[config.mk]
export PLATFORM = sky130hd
export DESIGN_NAME = laser_frame_ctrl
export DESIGN_NICKNAME = d
export VERILOG_FILES = /design/src/rtl/laser_pkg.sv /design/src/rtl/laser_obj_buf.sv /design/src/rtl/laser_frame_ctrl.sv
export SDC_FILE = /design/constraint.sdc
export NUM_CORES = 1
export LEC_CHECK = 0
export ABC_CLOCK_PERIOD_IN_PS = 5980
export CAP_MARGIN = 40
export CELL_PAD_IN_SITES_DETAIL_PLACEMENT = 1
export CELL_PAD_IN_SITES_GLOBAL_PLACEMENT = 1
export CORE_AREA = 2 2 203 205
export CTS_CLUSTER_DIAMETER = 80
export DETAILED_ROUTE_END_ITERATION = 10
export DIE_AREA = 0 0 205 207
export HOLD_SLACK_MARGIN = 0.02
export PLACE_DENSITY_LB_ADDON = 0.1
export SETUP_SLACK_MARGIN = 0.2
export SYNTH_ARGS = -nofsm -noshare
export SYNTH_HDL_FRONTEND = slang
export SYNTH_SLANG_ARGS = --single-unit
[constraint.sdc]
create_clock -name CLK -period 5.98 [get_ports CLK]
set_input_delay 0.598 -clock CLK [delete_from_list [all_inputs] [get_ports CLK]]
set_output_delay 0.598 -clock CLK [all_outputs]
set_load 0.01 [all_outputs]
[src/rtl/laser_pkg.sv]
// Shared types for the laser-coverage front end: coordinates, frame points
// and the frame controller state encoding.
package laser_pkg;

   localparam int unsigned COORD_W    = 4;
   localparam int unsigned N_OBJ_DEF  = 40;
   localparam int unsigned WAIT_CNT_W = 16;

   typedef logic [COORD_W-1:0] coord_t;

   typedef struct packed {
      coord_t y;
      coord_t x;
   } point_t;

   typedef enum logic [2:0] {
      FILL,
      KICK,
      STREAM,
      WAIT,
      HOLD
   } ctrl_state_t;

endpackage

[src/rtl/laser_obj_buf.sv]
// Frame point store: one synchronous write port, one asynchronous read port,
// storage is not reset.
module laser_obj_buf
   import laser_pkg::*;
#(
   parameter  int unsigned N_OBJ = N_OBJ_DEF,
   localparam int unsigned AW    = $clog2(N_OBJ)
) (
   input  logic          CLK,
   input  logic          we,
   input  logic [AW-1:0] waddr,
   input  point_t        wdata,
   input  logic [AW-1:0] raddr,
   output point_t        rdata
);

   point_t mem [N_OBJ];

   always_ff @(posedge CLK) begin
      if (we) begin
         mem[waddr] <= wdata;
      end
   end

   assign rdata = mem[raddr];

endmodule

[src/rtl/laser_frame_ctrl.sv]
// Frame controller: buffers a stalling point stream, replays it contiguously
// to the search core, captures the centres. Optional WAIT watchdog: LASER_FRAME_TIMEOUT_EN.
module laser_frame_ctrl
   import laser_pkg::*;
#(
   parameter int unsigned N_OBJ       = N_OBJ_DEF,
   parameter int unsigned TIMEOUT_CYC = 4096
) (
   input  logic               CLK,
   input  logic               RST,
   input  logic               in_valid,
   output logic               in_ready,
   input  logic [COORD_W-1:0] in_x,
   input  logic [COORD_W-1:0] in_y,
   output logic               core_rst,
   output logic [COORD_W-1:0] core_x,
   output logic [COORD_W-1:0] core_y,
   input  logic               core_done,
   input  logic [COORD_W-1:0] core_c1x,
   input  logic [COORD_W-1:0] core_c1y,
   input  logic [COORD_W-1:0] core_c2x,
   input  logic [COORD_W-1:0] core_c2y,
   output logic               res_valid,
   input  logic               res_ready,
   output logic [COORD_W-1:0] res_c1x,
   output logic [COORD_W-1:0] res_c1y,
   output logic [COORD_W-1:0] res_c2x,
   output logic [COORD_W-1:0] res_c2y,
   output logic               res_timeout,
   output logic               busy
);

   localparam int unsigned   AW   = $clog2(N_OBJ);
   localparam logic [AW-1:0] LAST = AW'(N_OBJ - 1);

   ctrl_state_t   state_q, state_d;
   logic [AW-1:0] wr_ptr_q, wr_ptr_d;
   logic [AW-1:0] rd_ptr_q, rd_ptr_d;
   logic          buf_we;
   logic          cap_done;
   logic          cap_timeout;
   logic          wait_expired;
   point_t        wr_pt;
   point_t        rd_pt;

   assign wr_pt = '{y: in_y, x: in_x};

   // Read address is the point to present next cycle, so core_x/core_y can be registered.
   laser_obj_buf #(.N_OBJ(N_OBJ)) u_buf (
      .CLK   (CLK),
      .we    (buf_we),
      .waddr (wr_ptr_q),
      .wdata (wr_pt),
      .raddr (rd_ptr_d),
      .rdata (rd_pt)
   );

`ifdef LASER_FRAME_TIMEOUT_EN
   logic [WAIT_CNT_W-1:0] wait_cnt_q;

   // Zero outside WAIT, so it starts from 0 on every WAIT entry.
   always_ff @(posedge CLK) begin
      if (RST || state_q != WAIT) begin
         wait_cnt_q <= '0;
      end else begin
         wait_cnt_q <= wait_cnt_q + WAIT_CNT_W'(1);
      end
   end

   assign wait_expired = (wait_cnt_q == WAIT_CNT_W'(TIMEOUT_CYC - 1));
`else
   logic unused_timeout_cfg;

   assign wait_expired       = 1'b0;
   assign unused_timeout_cfg = (TIMEOUT_CYC == 0);
`endif

   // Next-state and pointer logic.
   always_comb begin
      state_d     = state_q;
      wr_ptr_d    = wr_ptr_q;
      rd_ptr_d    = rd_ptr_q;
      buf_we      = 1'b0;
      cap_done    = 1'b0;
      cap_timeout = 1'b0;
      case (state_q)
         FILL: begin
            if (in_valid && in_ready) begin
               buf_we = 1'b1;
               if (wr_ptr_q == LAST) begin
                  wr_ptr_d = '0;
                  state_d  = KICK;
               end else begin
                  wr_ptr_d = wr_ptr_q + AW'(1);
               end
            end
         end
         KICK: begin
            rd_ptr_d = '0;
            state_d  = STREAM;
         end
         STREAM: begin
            if (rd_ptr_q == LAST) begin
               rd_ptr_d = '0;
               state_d  = WAIT;
            end else begin
               rd_ptr_d = rd_ptr_q + AW'(1);
            end
         end
         WAIT: begin
            if (core_done) begin
               cap_done = 1'b1;
               state_d  = HOLD;
            end else if (wait_expired) begin
               cap_timeout = 1'b1;
               state_d     = HOLD;
            end
         end
         HOLD: begin
            if (res_valid && res_ready) begin
               state_d = FILL;
            end
         end
         default: state_d = FILL;
      endcase
   end

   // State and control outputs, all registered from the next state.
   always_ff @(posedge CLK) begin
      if (RST) begin
         state_q   <= FILL;
         wr_ptr_q  <= '0;
         rd_ptr_q  <= '0;
         in_ready  <= 1'b0;
         core_rst  <= 1'b1;
         busy      <= 1'b0;
         res_valid <= 1'b0;
         core_x    <= '0;
         core_y    <= '0;
      end else begin
         state_q   <= state_d;
         wr_ptr_q  <= wr_ptr_d;
         rd_ptr_q  <= rd_ptr_d;
         in_ready  <= (state_d == FILL);
         core_rst  <= !(state_d == STREAM || state_d == WAIT);
         busy      <= (state_d != FILL);
         res_valid <= (state_d == HOLD);
         if (state_d == STREAM) begin
            {core_y, core_x} <= rd_pt;
         end else begin
            {core_y, core_x} <= '0;
         end
      end
   end

   // Result capture; values persist until the next capture.
   always_ff @(posedge CLK) begin
      if (RST) begin
         {res_c1x, res_c1y, res_c2x, res_c2y} <= '0;
         res_timeout                          <= 1'b0;
      end else if (cap_done) begin
         {res_c1x, res_c1y, res_c2x, res_c2y} <= {core_c1x, core_c1y, core_c2x, core_c2y};
         res_timeout                          <= 1'b0;
      end else if (cap_timeout) begin
         {res_c1x, res_c1y, res_c2x, res_c2y} <= '0;
         res_timeout                          <= 1'b1;
      end
   end

endmodule

==> Word level (Yosys, flattened, before mapping) <==
Memory sizes are Yosys's and may differ from the RTL's. A register that Yosys moved wholly into a read port is not among the register bits.
Index checks and enable logic that the tools add are counted.
Widths: inputs -> output; s select.
{ "totals": {"out_inout_bits": 29, "inputBits": 29, "regBits": 35, "mem_count": 1, "ram_bits": 320} }
{ "op_classes": {"addsub": 2, "bitwise_logic": 1, "n_reduce_logical": 9, "eq_ne": 9, "muxes": 19} }
{ "mem_list": {"columns": ["name", "depth", "width", "rd", "rd_ports_with_merged_regs", "write_ports", "line_no", "rtl"], "rows": [
  ["u_buf.mem", 40, 8, 1, 1, 1, "laser_obj_buf.sv:17", "point_t mem [N_OBJ];"]
]} }
{ "ops": {"columns": ["operator", "count"], "rows": [
  ["$mux 4", 4],
  ["$mux 3", 5],
  ["$pmux 3 s5", 1],
  ["$add 6x1->6 const B", 2],
  ["$eq 3x2->1 const B", 4],
  ["$eq 6x6->1 const B", 2],
  ["$mux 6", 2],
  ["$pmux 6 s2", 1],
  ["$eq 3x3->1 const B", 2],
  ["$logic_not 3->1", 2],
  ["$mux 1", 6],
  ["$eq 3x1->1 const B", 1],
  ["$reduce_bool 3->1", 1],
  ["$logic_and 1x1->1", 2],
  ["$reduce_and 2->1", 1],
  ["$reduce_or 2->1", 1],
  ["$logic_not 1->1", 1],
  ["$logic_or 1x1->1", 1],
  ["$not 1->1", 1]
]} }

==> Depth between registers and ports, before layout <==
Gate-level depths: netlist of the first run.
{ "depth": {"word_depth": 7, "ltp_mapped": 11} }

==> Cells and area by module <==
A second synthesis of the first run with hierarchy kept.
{ "hier_totals": {"cells_unflattened": 875, "area_unflattened_um2": 14540.2} }
{ "modules_own_cells": {"columns": ["module", "seq_area_each_um2", "area_each_um2", "n_inst", "cells_each"], "rows": [
  ["laser_obj_buf", 9609.2, 12833.6, 1, 688],
  ["laser_frame_ctrl", 860.8, 1706.6, 1, 187]
]} }

==> Worst setup path before layout of the first run <==
No wires, ideal clock.
{ "synth_timing": {"path_kind": "flip-flop to flip-flop", "startpoint": "reg rd_ptr_q[0]", "endpoint": "reg core_x[2]", "synth_period_minus_slack_ns": 2.337, "arrival_time_ns": 2.212, "path_slack_ns": 3.643, "stages_incl_launch_ff": 9, "cell_sequence": "dfxtp_1 > ha_1 > nand4b_2 > or2_1 > a2111oi_4 > nor2_4 > nor3_2 > a221o_1 > nor4_2"} }
{ "synth_between": {"elab_chain_len": 6, "elab_cells_between_ends": 9, "classes_between": "add/sub: 1; eq/ne: 2; mux: 4; bitwise: 1; reduce/logical: 1"} }
{ "synth_lines": {"columns": ["element", "line_no", "rtl"], "rows": [
  ["start, declared", "laser_frame_ctrl.sv:38", "logic [AW-1:0] rd_ptr_q, rd_ptr_d;"],
  ["start signal, assigned", "laser_frame_ctrl.sv:143", "rd_ptr_q <= rd_ptr_d;"],
  ["$eq 6x6->1", "laser_frame_ctrl.sv:103", "if (rd_ptr_q == LAST) begin"],
  ["$mux 3", "laser_frame_ctrl.sv:103", null],
  ["$pmux 3 s5", "laser_frame_ctrl.sv:86", "case (state_q)"],
  ["$eq 3x2->1", "laser_frame_ctrl.sv:148", "if (state_d == STREAM) begin"],
  ["$not 1->1 (no line)", null, null],
  ["$reduce_or 2->1 (no line)", null, null],
  ["end signal, assigned", "laser_frame_ctrl.sv:149", "{core_y, core_x} <= rd_pt;"],
  ["end, declared", "laser_frame_ctrl.sv:16", "output logic [COORD_W-1:0] core_x,"]
]} }
Parallel ways exist; a longest one is shown, timed or not.
A chain may end at the register's enable or synchronous reset.

==> Final worst setup path of the first run <==
{ "layout_timing": {"startpoint": "reg state_q[0]", "endpoint": "reg core_y[3]"} }
{ "layout_between": {"elab_chain_len": 6, "elab_cells_between_ends": 15, "classes_between": "eq/ne: 5; mux: 7; bitwise: 1; reduce/logical: 2"} }
{ "layout_lines": {"columns": ["element", "line_no", "rtl"], "rows": [
  ["start, declared", "laser_frame_ctrl.sv:36", "ctrl_state_t state_q, state_d;"],
  ["start signal, assigned", "laser_frame_ctrl.sv:141", "state_q <= state_d;"],
  ["$mux 3", "laser_frame_ctrl.sv:90", "if (wr_ptr_q == LAST) begin"],
  ["$mux 3", "laser_frame_ctrl.sv:88", "if (in_valid && in_ready) begin"],
  ["$pmux 3 s5", "laser_frame_ctrl.sv:86", null],
  ["$eq 3x2->1", "laser_frame_ctrl.sv:148", null],
  ["$not 1->1 (no line)", null, null],
  ["$reduce_or 2->1 (no line)", null, null],
  ["end signal, assigned", "laser_frame_ctrl.sv:149", null],
  ["end, declared", "laser_frame_ctrl.sv:17", "output logic [COORD_W-1:0] core_y,"]
]} }
Parallel ways exist; a longest one is shown, timed or not.

==> key figures, run 1 <==
Synthesis
  – Post-synthesis cell type count: 74
  – Mapped Nets: 1,096
  – Sequential share of the synthesized area: 71.14%
  – Synth Instances: 1,065
  – Main flop type after synthesis: sky130_fd_sc_hd__edfxtp_1
  – Ys async rst share: 0%
  – Number of storage elements in the synthesis netlist: 363
  – Number of enable flip-flop cells after synthesis: 320
  – Cell area after synthesis: 14,720 um2
  – Avg Inst Size Synth: 13.82 um2
  – Number of warnings issued by yosys: 0

Route
  – Iteration-0 DRC Markers: 485
  – Residual antenna-violating net count after detailed routing: 0
  – Wirelength, routed: 42,420 um
  – Total iterations of the first detailed-routing run: 5
  – Routed WL per cell: 25.13 um
  – Routed vias: 9,235
  – Number of vias per cell: 5.471
  – # DRC: 0

Clock tree
  – Clock slew at the register clock pins of the worst setup and hold paths: 0.06 ns
  – Library cell used as clock root buffer: sky130_fd_sc_hd__clkbuf_16
  – Number of clock sinks: 363
  – Number of setup buffers added after CTS: 0
  – Maximum buffer depth of the clock tree: 3
  – Insertion delay of the later-clocked pin in the worst-skew pair: 0.55 ns
  – H-Tree Level Count: 2
  – CTS-repair resized insts: 0
  – Number of buffers added to fix hold violations after cts: 0
  – Clock tree from TritonCTS: done
  – Total clock buffers created by CTS: 41

Global route
  – Fraction of met3 tracks used by global routing: 3.225%
  – First-pass GRT wire length: 64,400 um
  – Met1 Usage GRT: 27.11%
  – Aggregate global-route resource usage: 20.44%
  – Layer with the highest usage after global routing: met2
  – Initial antenna violation count: 0
  – GR Layer Usage met2: 34.09%
  – Vias in the first global route: 9,923
  – Remaining Overflow, GRT: 0
  – Largest net degree at the start of global routing: 58

STA
  – Hold violation count in the final report: 0
  – Final period util: 58.05%
  – Largest clock skew in the final design: 0.01597 ns
  – Final worst slack: 2.508 ns
  – Highest Clock Rate: 0.2880 GHz
  – Final Slew Violations: 0
  – Relative slew margins: 40.32%
  – WHS: 0.4290 ns
  – TNS Setup: 0 ns
  – Setup Viol. Count Final: 0
  – Clock period minus worst slack: 3.472 ns
  – Actual transition at the worst max-transition pin: 0.8919 ns
  – RSZ-0062 raised after global routing: false

Pwr
  – IR drop worst, VDD: 0.2149 mV
  – Total power per unit cell area: 304.9 nW/um2
  – Leakage power total: 5.895 nW

Layout
  – Share of cells above drive strength 1: 10.99%
  – Synthesis-to-finish area growth: 17.17%
  – Nets@finish: 1,158
  – Number of antenna repair diodes: 0
  – Fin area: 17,250 um2

Job
  – Max-cap viol count: 0

Floorplan
  – Initial Utilization: 36.46%
  – Die height: 207 um
  – Width of the die: 205 um
  – Site Rows: 74
  – I/O pin cnt: 58
  – Die Footprint: 42,440 um2
  – Placeable core region: 40,370 um2

Place
  – Dpl cell area: 15,970 um2
  – Detailed placer's ending HPWL: 27,410 um
  – GP Congestion: 0.7573
  – Post-Place Worst Slack: 2.468 ns
  – Count of input and output buffers: 56

Setup path
  – Crit path capture type: flop
  – Largest fanout on the critical path: 27
  – Cells traversed along the worst timing path: and2_1, o21ai_1, o31a_2, buf_16, nor2_1, buf_4, a32oi_1, a21oi_1, nor4_2
  – Worst EP arrival: 3.89 ns
  – Setup slack, reg-to-reg: 2.51 ns
  – Worst endpoint required time: 6.40 ns
  – Slowest Stage Delay on Critical Path: 0.80 ns
  – CP delay by family, top: simple AND/OR/NAND/NOR gates
  – Cell with the largest stage delay on the worst path: sky130_fd_sc_hd__dfxtp_1
  – Category of the worst setup path launch point: flop
  – Critical path type: flop to flop
  – Buf+Inv Stages, Crit Path: 2

Run status
  – Result of the run: complete, no violations

Hold path
  – Class of the most critical hold timing path: input port to flop
## power by group
group          leakage (nW)  total (W)  internal (W)  switching (W)
Sequential             3.22    0.00276       0.00276     0.00000340
Clock                 0.614    0.00239       0.00142       0.000971
Combinational          2.06  0.0000989     0.0000333      0.0000655
Total                  5.90    0.00526       0.00422        0.00104
## flip-flops by register name (all words and copies together), names as in the netlist
| name | count |
|---|---|
| state_q | 3 |
| in_ready | 1 |
| res_c1y | 4 |
| core_rst | 1 |
| core_y | 4 |
| core_x | 4 |
| res_c2y | 4 |
| res_valid | 1 |
| rd_ptr_q | 6 |
| u_buf.mem | 320 |
| wr_ptr_q | 6 |
| res_c1x | 4 |
| res_c2x | 4 |
| busy | 1 |
## metrics by stage
| stage | total power, W | utilization [%] | instances |
|---|---|---|---|
| final | 0.005257 | 42.72 | 1688 |
| after global routing | 0.005423 | 42.72 | 1688 |
| after CTS | 0.005325 | 42.70 | 1687 |
| after detailed placement | 0.002918 | 39.57 | 1615 |
| after global placement | 0.002905 | 38.81 | 1595 |
| after floorplan | 0.002834 | - | 1065 |
## path summary, 6_finish.rpt
path | start | to | depth (start not counted)
max | state_q[0]$_SDFF_PP0_ | core_y[3]$_SDFF_PP0_ | 9
min | in_x[3] | u_buf.mem[2][3]$_DFFE_PP_ | 1
max reg2reg | state_q[0]$_SDFF_PP0_ | core_y[3]$_SDFF_PP0_ | 9
min reg2reg | res_c1x[2]$_SDFFE_PP0P_ | res_c1x[2]$_SDFFE_PP0P_ | 2
## layout make-up
class                      instances  area [um2]
inverter                           2       7.507
sequential                       363       10470
clock inverter                    12       105.1
fill                            4170       23120
multi-input combinational        631        3916
clock buffer                      60        1160
tap                              532       665.6
timing repair buffer              88       920.9
## kinds of logic (layout without fill, tap and decap cells)
group | count (synthesis) | in the layout | share of synthesized area, %
AO/OA/AOI/OAI | 243 | 243 | 12.10
XOR/XNOR | 4 | 4 | 0.2381
adder cells (fa/ha/maj) | 2 | 2 | 0.1700
buffers and inverters | 71 | 162 | 2.363
AND/OR/NAND/NOR | 340 | 340 | 11.18
flip-flops | 363 | 363 | 71.14
multiplexers | 41 | 41 | 2.788
other | 1 | 1 | 0.02548
## worst register-to-register path, stage by stage (launching register included)
cell,delay (ns)
sky130_fd_sc_hd__dfxtp_1,0.80
sky130_fd_sc_hd__and2_1,0.31
sky130_fd_sc_hd__o21ai_1,0.15
sky130_fd_sc_hd__o31a_2,0.32
sky130_fd_sc_hd__buf_16,0.25
sky130_fd_sc_hd__nor2_1,0.63
sky130_fd_sc_hd__buf_4,0.29
sky130_fd_sc_hd__a32oi_1,0.08
sky130_fd_sc_hd__a21oi_1,0.43
sky130_fd_sc_hd__nor4_2,0.09
## layout by cell type, fill, tap and decap left out, drive strengths merged, types with 10 or more instances in the layout
| master | netlist | final |
|---|---|---|
| and3 | 34 | 34 |
| mux2i | 41 | 41 |
| nand2 | 155 | 155 |
| a2111oi | 23 | 23 |
| edfxtp | 320 | 320 |
| nand3 | 39 | 39 |
| o21ai | 20 | 20 |
| nor3 | 11 | 11 |
| o31ai | 11 | 11 |
| clkbuf | 28 | 61 |
| clkdlybuf4s50 | 0 | 49 |
| a221oi | 10 | 10 |
| a21oi | 70 | 70 |
| a211oi | 20 | 20 |
| buf | 41 | 38 |
| nor2 | 66 | 66 |
| a32oi | 15 | 15 |
| dfxtp | 43 | 43 |
## metal layers
metal / vias to the layer above / wire [um]
met1: 4751 / 18730
li1: 4250 / -
met5: - / 0
met3: 72 / 1448
met2: 162 / 21000
met4: 0 / 1251
## cell usage after synthesis (7+ instances only)
cell                        instances  share of area, %
sky130_fd_sc_hd__a221o_1            9              0.61
sky130_fd_sc_hd__o21ai_0           16              0.54
sky130_fd_sc_hd__o31ai_1           10              0.51
sky130_fd_sc_hd__nand2_1          154               3.9
sky130_fd_sc_hd__a2111oi_0         22               1.3
sky130_fd_sc_hd__a31o_2             7              0.42
sky130_fd_sc_hd__nand2b_1           8              0.34
sky130_fd_sc_hd__nor2_1            62               1.6
sky130_fd_sc_hd__o22ai_1            7              0.30
sky130_fd_sc_hd__o211ai_1           9              0.46
sky130_fd_sc_hd__clkbuf_1          27              0.69
sky130_fd_sc_hd__buf_2             25              0.85
sky130_fd_sc_hd__a22o_1             8              0.48
sky130_fd_sc_hd__mux2i_1           41               2.8
sky130_fd_sc_hd__dfxtp_1           43               5.8
sky130_fd_sc_hd__a22oi_1            7              0.36
sky130_fd_sc_hd__buf_4             13              0.66
sky130_fd_sc_hd__a21oi_1           70               2.4
sky130_fd_sc_hd__a221oi_1          10              0.60
sky130_fd_sc_hd__nor3_1            10              0.34
sky130_fd_sc_hd__a41oi_1            7              0.42
sky130_fd_sc_hd__nand3_1           38               1.3
sky130_fd_sc_hd__edfxtp_1         320                65
sky130_fd_sc_hd__nor4_2             7              0.60
sky130_fd_sc_hd__and3_1            34               1.4
sky130_fd_sc_hd__a32oi_1           15              0.89
sky130_fd_sc_hd__a211oi_1          19              0.97
(Power assumes the default switching activity.)
==> run 2, diff against run 1 <==
- ABC_CLOCK_PERIOD_IN_PS: 5980 -> 2800
- clock period: 5.98 -> 2.8 ns (I/O delays scaled with it)
==> key figures, run 2 (synthesis gave the netlist of run 1 again) <==
Run status
  – Result of the run: complete, no violations

Floorplan
  – Die Footprint: 42,440 um2
  – Initial Utilization: 36.46%
  – Width of the die: 205 um
  – Site Rows: 74
  – I/O pin cnt: 58
  – Placeable core region: 40,370 um2
  – Die height: 207 um

Setup path
  – Largest fanout on the critical path: 23
  – Crit path capture type: flop
  – Worst EP arrival: 3.00 ns
  – Worst endpoint required time: 3.24 ns
  – Critical path type: flop to flop
  – Category of the worst setup path launch point: flop

Layout
  – Synthesis-to-finish area growth: 28.66%
  – Post-route non-filler standard cell count: 1,801
  – Register name with the most flops: u_buf.mem
  – Number of antenna repair diodes: 0
  – Max FFs per register: 320
  – Nets@finish: 1,274
  – Count of fill cells added during filler insertion: 4,094
  – Most common cell after layout, fill and taps aside: sky130_fd_sc_hd__edfxtp_1
  – Commonest non-fill, non-tap cells in the layout: sky130_fd_sc_hd__edfxtp_1, sky130_fd_sc_hd__nand2_1, sky130_fd_sc_hd__buf_4
  – Largest registers in the final layout: u_buf.mem x320, rd_ptr_q x6, wr_ptr_q x6
  – Share of cells above drive strength 1: 24.59%

STA
  – Final period util: 91.36%
  – TNS Setup: 0 ns
  – Final Slew Violations: 0
  – Relative slew margins: 50.34%
  – Setup Viol. Count Final: 0
  – RSZ-0062 raised after global routing: true
  – WHS: 0.2201 ns
  – Actual transition at the worst max-transition pin: 0.7428 ns
  – Hold violation count in the final report: 0
  – Highest Clock Rate: 0.3909 GHz
  – Largest clock skew in the final design: 0.01922 ns
  – Clock period minus worst slack: 2.558 ns

Clock tree
  – Insertion delay of the later-clocked pin in the worst-skew pair: 0.56 ns
  – H-Tree Level Count: 2
  – Number of clock sinks: 363
  – Clock slew at the register clock pins of the worst setup and hold paths: 0.06 ns
  – Clock tree from TritonCTS: done
  – Maximum buffer depth of the clock tree: 3
  – Library cell used as clock root buffer: sky130_fd_sc_hd__clkbuf_16
  – Total clock buffers created by CTS: 40

Pwr
  – Total power per unit cell area: 582.6 nW/um2
  – IR drop worst, VDD: 0.4502 mV
  – Leakage power total: 6.663 nW
  – Switch Pwr: 0.002249 W
  – Logic pwr share: 1.9%
  – Clock Power Share: 44.6%
  – Proportion of power drawn by flip-flops and latches: 53.5%
  – Net Sw Frac: 20.38%
  – Pint: 0.008783 W

Route
  – Routed vias: 9,860
  – Wirelength, routed: 47,250 um
  – Routed WL per cell: 26.24 um
  – Total iterations of the first detailed-routing run: 4
  – Iteration-0 DRC Markers: 698
  – Number of vias per cell: 5.475
  – Residual antenna-violating net count after detailed routing: 0
  – # DRC: 0

Global route
  – Aggregate global-route resource usage: 21.59%
  – Vias in the first global route: 10,079
  – Remaining Overflow, GRT: 0
  – Largest net degree at the start of global routing: 41
  – First-pass GRT wire length: 67,230 um
  – Initial antenna violation count: 0

Job
  – Max-cap viol count: 0

Place
  – Count of input and output buffers: 56
  – Detailed placer's ending HPWL: 29,710 um
  – GP Congestion: 0.8051
  – Total placed cells including tap cells: 1,697

Hold path
  – Class of the most critical hold timing path: input port to flop
## run 2: power groups by stage
stage	logic [W]	clock network, W	registers (W)
after floorplan	0.0000376	0	0.00602
after global placement	0.000202	0	0.00602
after global routing	0.000227	0.00522	0.00590
final	0.000210	0.00492	0.00590
after detailed placement	0.000216	0	0.00602
after CTS	0.000217	0.00502	0.00590
## run 2: area by class of cell
class                           instances  area (um2)  share of cell area (%)
Sequential cell                       363       10480                   55.33
Multi-Input combinational cell        634        4488                   23.70
Timing Repair Buffer                  202        2103                   11.11
Clock buffer                           53        1092                   5.768
Tap cell                              532       665.6                   3.515
Clock inverter                         15       102.6                  0.5418
Inverter                                2       7.507                 0.03965
## run 2: final timing paths
| check | start | end | slack (ns) | cells after the start |
|---|---|---|---|---|
| hold reg to reg | res_c2x[1]$_SDFFE_PP0P_ | res_c2x[1]$_SDFFE_PP0P_ | 0.45 | 2 |
| setup reg to reg | rd_ptr_q[0]$_SDFF_PP0_ | core_y[0]$_SDFF_PP0_ | 0.24 | 10 |
| setup / recovery | rd_ptr_q[0]$_SDFF_PP0_ | core_y[0]$_SDFF_PP0_ | 0.24 | 10 |
| hold / removal | in_y[0] | u_buf.mem[0][4]$_DFFE_PP_ | 0.22 | 1 |
## run 2: metrics by stage
stage | power (W) | worst slack, ns | cell area [um2] | utilization [%]
2_1_floorplan | 0.006054 | 0.4632 | 14720 | -
3_3_place_gp | 0.006218 | 0.03722 | 16520 | 40.92
3_5_place_dp | 0.006232 | -0.02621 | 16570 | 41.06
4_1_cts | 0.01114 | 0.1939 | 18280 | 45.28
5_1_grt | 0.01135 | 0.1568 | 18940 | 46.91
6_report | 0.01103 | 0.2419 | 18940 | 46.91
## run 2: routing by layer
| layer | vias up | global-route usage [%] | part of all wire, % | wire length [um] |
|---|---|---|---|---|
| li1 | 4504 | - | - | - |
| met1 | 5068 | 29.64 | 44 | 20980 |
| met2 | 219 | 35.19 | 49 | 22930 |
| met3 | 69 | 3.430 | 4.6 | 2189 |
| met4 | 0 | 6.574 | 2.4 | 1152 |
| met5 | - | 0 | 0 | 0 |
## run 2: worst max-delay path, cell delays in order (launching register included)
cell,delay (ns)
sky130_fd_sc_hd__dfxtp_2,0.33
sky130_fd_sc_hd__buf_4,0.16
sky130_fd_sc_hd__nor4b_4,0.38
sky130_fd_sc_hd__o21ai_4,0.11
sky130_fd_sc_hd__buf_12,0.16
sky130_fd_sc_hd__buf_12,0.15
sky130_fd_sc_hd__and3_1,0.18
sky130_fd_sc_hd__a2111oi_1,0.53
sky130_fd_sc_hd__o31ai_2,0.17
sky130_fd_sc_hd__o211ai_1,0.18
sky130_fd_sc_hd__nor4_2,0.09
## run 2: repair_timing
action	in CTS	in global routing
gates resized for setup	41	86
setup endpoints to repair	8	102
buffers inserted	11	13
cloned	5	7
hold endpoints to repair	0	0
hold buffers	0	0
pin swaps	12	32
